--- src/rtl/bits_bytes_pkg.sv ---
// Shared definitions for the bit-to-byte packer: FSM state encoding,
// byte width and the legal input-width check.
package bits_bytes_pkg;

   typedef enum logic [1:0] {IDLE, RUN, DRAIN} state_t;

   localparam int BYTE_W = 8;

   // Input beat widths that divide a byte evenly.
   function automatic bit in_w_legal(input int w);
      return (w == 1) || (w == 2) || (w == 4) || (w == 8);
   endfunction

endpackage

--- src/rtl/bits_to_bytes_packer.sv ---
// Packs an LSB-first bit stream of IN_W bits per beat into bytes and emits
// them on a valid/ready byte stream, one frame of BYTE_COUNT bytes per start.
// Optional feature macro: BITS_TO_BYTES_FLUSH_EN (in_last ends the frame early,
// zero-padding a partial byte).
module bits_to_bytes_packer
   import bits_bytes_pkg::*;
#(
   parameter int BYTE_COUNT = 256,
   parameter int IN_W       = 1
) (
   input  logic              clk,
   input  logic              rst_n,
   input  logic              start,
   input  logic              in_valid,
   output logic              in_ready,
   input  logic [IN_W-1:0]   in_bits,
   input  logic              in_last,
   output logic              out_valid,
   input  logic              out_ready,
   output logic [BYTE_W-1:0] out_byte,
   output logic              out_last,
   output logic              busy,
   output logic              done
);

   localparam int CNT_W = $clog2(BYTE_COUNT + 1);

   generate
      if (!in_w_legal(IN_W)) begin : g_bad_in_w
         $error("bits_to_bytes_packer: IN_W must be 1, 2, 4 or 8");
      end
   endgenerate

   state_t              r_state;
   state_t              w_state_nxt;
   logic [2:0]          r_bit_cnt;
   logic [CNT_W-1:0]    r_byte_cnt;
   logic [BYTE_W-1:0]   r_acc;
   logic [BYTE_W-1:0]   r_out_byte;
   logic                r_out_valid;
   logic                r_out_last;
   logic                r_done;

   logic [3:0]          w_bit_sum;
   logic                w_byte_end;
   logic                w_last_byte;
   logic                w_flush;
   logic                w_emit;
   logic                w_in_ready;
   logic                w_accept;
   logic                w_out_hs;
   logic [BYTE_W-1:0]   w_acc_ins;

   assign w_bit_sum   = {1'b0, r_bit_cnt} + 4'(IN_W);
   assign w_byte_end  = (w_bit_sum == 4'd8);
   assign w_last_byte = (r_byte_cnt == CNT_W'(BYTE_COUNT - 1));

`ifdef BITS_TO_BYTES_FLUSH_EN
   assign w_flush = in_last;
`else
   logic w_unused_last;
   assign w_unused_last = in_last;
   assign w_flush       = 1'b0;
`endif

   // A beat emits a byte when it fills the byte or (flush build) ends the frame.
   assign w_emit    = w_byte_end || w_flush;
   assign w_accept  = in_valid && w_in_ready;
   assign w_out_hs  = r_out_valid && out_ready;
   // Bits above bit_cnt are always zero, so OR-in places the beat and zero-pads.
   assign w_acc_ins = r_acc | (BYTE_W'(in_bits) << r_bit_cnt);

   // FSM state register.
   always_ff @(posedge clk) begin
      if (!rst_n) r_state <= IDLE;
      else        r_state <= w_state_nxt;
   end

   // Next-state and input-ready decode; emitting beats stall only on a full, stalled output.
   always_comb begin
      w_state_nxt = r_state;
      w_in_ready  = 1'b0;
      unique case (r_state)
         IDLE: begin
            if (start) w_state_nxt = RUN;
         end
         RUN: begin
            w_in_ready = !w_emit || !r_out_valid || out_ready;
            if (in_valid && w_in_ready && w_emit && (w_last_byte || w_flush))
               w_state_nxt = DRAIN;
         end
         DRAIN: begin
            if (w_out_hs) w_state_nxt = IDLE;
         end
         default: w_state_nxt = IDLE;
      endcase
   end

   // Accumulator and bit/byte counters.
   always_ff @(posedge clk) begin
      if (!rst_n) begin
         r_acc      <= '0;
         r_bit_cnt  <= '0;
         r_byte_cnt <= '0;
      end else if (r_state == IDLE && start) begin
         r_acc      <= '0;
         r_bit_cnt  <= '0;
         r_byte_cnt <= '0;
      end else if (w_accept) begin
         if (w_emit) begin
            r_acc      <= '0;
            r_bit_cnt  <= '0;
            r_byte_cnt <= r_byte_cnt + CNT_W'(1);
         end else begin
            r_acc     <= w_acc_ins;
            r_bit_cnt <= w_bit_sum[2:0];
         end
      end
   end

   // Output register: loads on an emitting beat, clears valid on handshake.
   always_ff @(posedge clk) begin
      if (!rst_n) begin
         r_out_byte  <= '0;
         r_out_valid <= 1'b0;
         r_out_last  <= 1'b0;
      end else if (w_accept && w_emit) begin
         r_out_byte  <= w_acc_ins;
         r_out_valid <= 1'b1;
         r_out_last  <= w_last_byte || w_flush;
      end else if (w_out_hs) begin
         r_out_valid <= 1'b0;
      end
   end

   // Frame-complete pulse following the final byte handshake.
   always_ff @(posedge clk) begin
      if (!rst_n) r_done <= 1'b0;
      else        r_done <= (r_state == DRAIN) && w_out_hs;
   end

   assign in_ready  = w_in_ready;
   assign out_valid = r_out_valid;
   assign out_byte  = r_out_byte;
   assign out_last  = r_out_last;
   assign busy      = (r_state != IDLE);
   assign done      = r_done;

endmodule
--- config.mk ---
export PLATFORM = sky130hd
export DESIGN_NAME = bits_to_bytes_packer
export DESIGN_NICKNAME = d
export VERILOG_FILES = /design/src/rtl/bits_bytes_pkg.sv /design/src/rtl/bits_to_bytes_packer.sv
export SDC_FILE = /design/constraint.sdc
export NUM_CORES = 1
export LEC_CHECK = 0
export CAP_MARGIN = 20
export CELL_PAD_IN_SITES_DETAIL_PLACEMENT = 0
export CELL_PAD_IN_SITES_GLOBAL_PLACEMENT = 1
export CORE_MARGIN = 10
export CORE_UTILIZATION = 40
export DETAILED_ROUTE_END_ITERATION = 6
export PLACE_DENSITY_LB_ADDON = 0.1
export SYNTH_ARGS = -nofsm -noshare
export SYNTH_HDL_FRONTEND = slang
export SYNTH_SLANG_ARGS = --single-unit
--- constraint.sdc ---
create_clock -name clk -period 2.1 [get_ports clk]
set_input_delay 0.42 -clock clk [delete_from_list [all_inputs] [get_ports clk]]
set_output_delay 0.42 -clock clk [all_outputs]
set_load 0.03 [all_outputs]
==> flow_summary.yaml <==
setup_path:
  path_buf_inv: 1
  critPathLaunchType: "flop"
  slowest_delay_ns: 0.66
  worstPathRequired_ns: 1.68
  path_class: "flop to output port"
  slowest_stage: "clkdlybuf4s50_1"
  worstPathArrival_ns: 1.61
  crit_fanout: 8
  critPathCaptureType: "output port"
  cp_num_cells: 2
  cp_cell_sequence: "or2_2 -> clkdlybuf4s50_1"
  critPathTopFamily: "buffers and inverters"
  r2r_cells: 5
timing:
  fmax_mhz: 492
  clock_skew_ns: 0.00630
  grt_setup_unrepaired: "no"
  setup_violations: 0
  fin_crit_ns: 2.03
  fin_crit_sh_pct: 96.8
  tightest_slew_ns: 0.483
  slew_violations: 0
  finalSetupTns_ns: 0
  slew_headroom_pct: 67.8
  final-hold-violation-count: 0
yosys:
  synth_area_leader_cell: "dfxtp_1"
  synth_cells: 162
  synth_edf_count: 0
  yosys_warnings: 0
  yosys-top-cells-area: "dfxtp_1 (45%), o211a_1 (4.8%), nand2_1 (4.4%), nor2_1 (3.9%), a21oi_1 (3.4%)"
  synth_cell_type_count: 37
  avgSynthCellArea_um2: 8.99
  async_flop_share_pct: 0
  ys_seq_area_share_pct: 45.4
  synth.most_common_cell: "dfxtp_1"
  ys_ff_latch: 33
  syn_area_um2: 1460
  syn-num-nets: 173
  synth_top_area_share_pct: 45.4
  synthTopCellsByCount: "dfxtp_1 (33), nand2_1 (17), nor2_1 (15)"
  ys.flop_type: "dfxtp_1"
clocking:
  cts_buffers: 5
  htree_levels: 2
  postCtsHoldBufs: 0
  clk_pin_slew_ns: 0.09
  cts-root-buf: "clkbuf_4"
  insertion_delay_ns: 0.33
  cts_buffer_depth: 2
  clock-sinks: 33
  tritoncts: "yes"
pwr:
  power_leakage_nw: 0.684
  max-vdd-ir-drop_mv: 0.290
  powerDensity_nw_per_um2: 580
  power_mw: 1.03
grt:
  grt_pass1_wl_um: 5220
  use_met2_pct: 17.1
  grt_max_degree: 19
  top_usage_layer: "met2"
  grt.overflow.total: 0
  antenna_found_initial: 0
  met3_usage_pct: 4.90
  grt_pass1_vias: 1185
  track_usage_pct: 10.2
  met1_usage_pct: 10.8
routing:
  routed_wl_um: 3180
  drc_errors: 0
  routed-via-count: 1258
  ant_nets: 0
  wl_per_cell_um: 13.6
  drtPass1Iterations: 5
  vias_per_cell: 5.40
  drt_iter0_drc: 74
min_path:
  whs_path_depth: 2
  min_path_type: "flop to flop"
final_layout:
  nets: 197
  fin_cells: 233
  finish.utilization_pct: 52.2
  antenna_cells: 0
  areaGrowthSynthToFinish_pct: 22.4
  final_layout_size_suffix_gt1_share_pct: 11.8
die:
  io_pins: 20
  start_util_pct: 42.6
  dieArea_um2: 6450
  core-area_um2: 3420
  chipHeight_um: 80.3
  rows: 21
  die_w_um: 80.3
status:
  status: "complete, no violations"
place:
  dpl.cell_count: 225
  placement.io_buffers: 18
  gp_congestion: 0.783
  dp_hpwl_um: 2340
flow_run:
  cap_viol_max_count: 0
## power breakdown
group	leakage (nW)	internal [mW]	switching, mW	total (mW)
Combinational	0.385	0.0301	0.0383	0.0684
Clock	0.0320	0.127	0.206	0.333
Sequential	0.267	0.628	0.00532	0.633
## per-stage QoR
stage                     worst slack, ns  hold slack (ns)  instance area [µm²]
after floorplan                    0.0612            0.438                 1460
after global placement             0.0251            0.450                 1720
after detailed placement         -0.00839            0.456                 1720
after CTS                         0.00772            0.470                 1770
after global routing              0.00477            0.514                 1780
final                              0.0677            0.464                 1780
## worst register-to-register path, stage by stage, from the launching register on
cell and delay [ns]:
dfxtp_2 0.41, ha_1 0.23, and3_4 0.23, nand4_4 0.13, or4_1 0.51, a21oi_1 0.15
## flip-flops by register name, summed over array words and instances (netlist names)
register	cells
r_acc	8
out_byte	8
done	1
r_state	2
r_byte_cnt	9
out_last	1
r_bit_cnt	3
out_valid	1
## area by class of cell
| type | instances | area [µm²] |
|---|---|---|
| Inverter | 3 | 11.3 |
| Tap cell | 46 | 57.6 |
| Multi-Input combinational cell | 118 | 754 |
| Clock inverter | 2 | 10.0 |
| Fill cell | 342 | 1630 |
| Sequential cell | 33 | 666 |
| Clock buffer | 6 | 41.3 |
| Timing Repair Buffer | 25 | 243 |
## worst paths after layout
path	from	end	slack (ns)
worst max-delay path	r_state[0]$_SDFFE_PN0P_	busy	0.07
worst min-delay path	out_last$_SDFFE_PN0P_	out_last$_SDFFE_PN0P_	0.46
worst max register to register	r_bit_cnt[1]$_SDFFE_PP0P_	r_byte_cnt[7]$_SDFFE_PP0P_	0.38
worst min register to register	out_last$_SDFFE_PN0P_	out_last$_SDFFE_PN0P_	0.46
## layer usage
layer	share of wire, %	up-vias
met5	0	-
met4	1.0	0
met2	48	23
met3	5.8	4
met1	45	597
li1	-	634
## repair_timing
action	4_1_cts	5_1_grt
hold endpoints to repair	0	0
buffers inserted	0	0
gates resized for setup	2	4
endpoints found under the setup margin	1	1
## cell usage in the layout, fill, tap and decap left out, types with 2 or more instances in the layout
cell,synthesis,final
a21boi_0,3,3
a21oi_1,10,10
a31oi_1,5,5
and2b_1,3,3
and4_1,2,2
buf_4,2,7
clkbuf_4,0,5
clkdlybuf4s50_1,0,17
clkinv_2,0,2
dfxtp_1,33,31
ha_1,4,4
inv_1,3,3
nand2_1,17,17
nand2b_1,2,2
nand3_1,5,5
nor2_1,15,15
nor2b_1,4,4
nor3_1,7,7
nor3b_1,2,2
o211a_1,7,7
o21ai_0,6,6
o31ai_1,2,2
or3_1,4,4
or4_1,2,2
xnor2_1,3,3
## kinds of logic after synthesis
family	Yosys count	synth area share, %
buffers and inverters	11	3.61
DFF	33	45.4
and+or+nand+nor	71	26.5
AOI/OAI and AO/OA	40	19.2
adders and majority gates	4	3.44
xor gates and xnor gates	3	1.80
(Power assumes the default switching activity.)
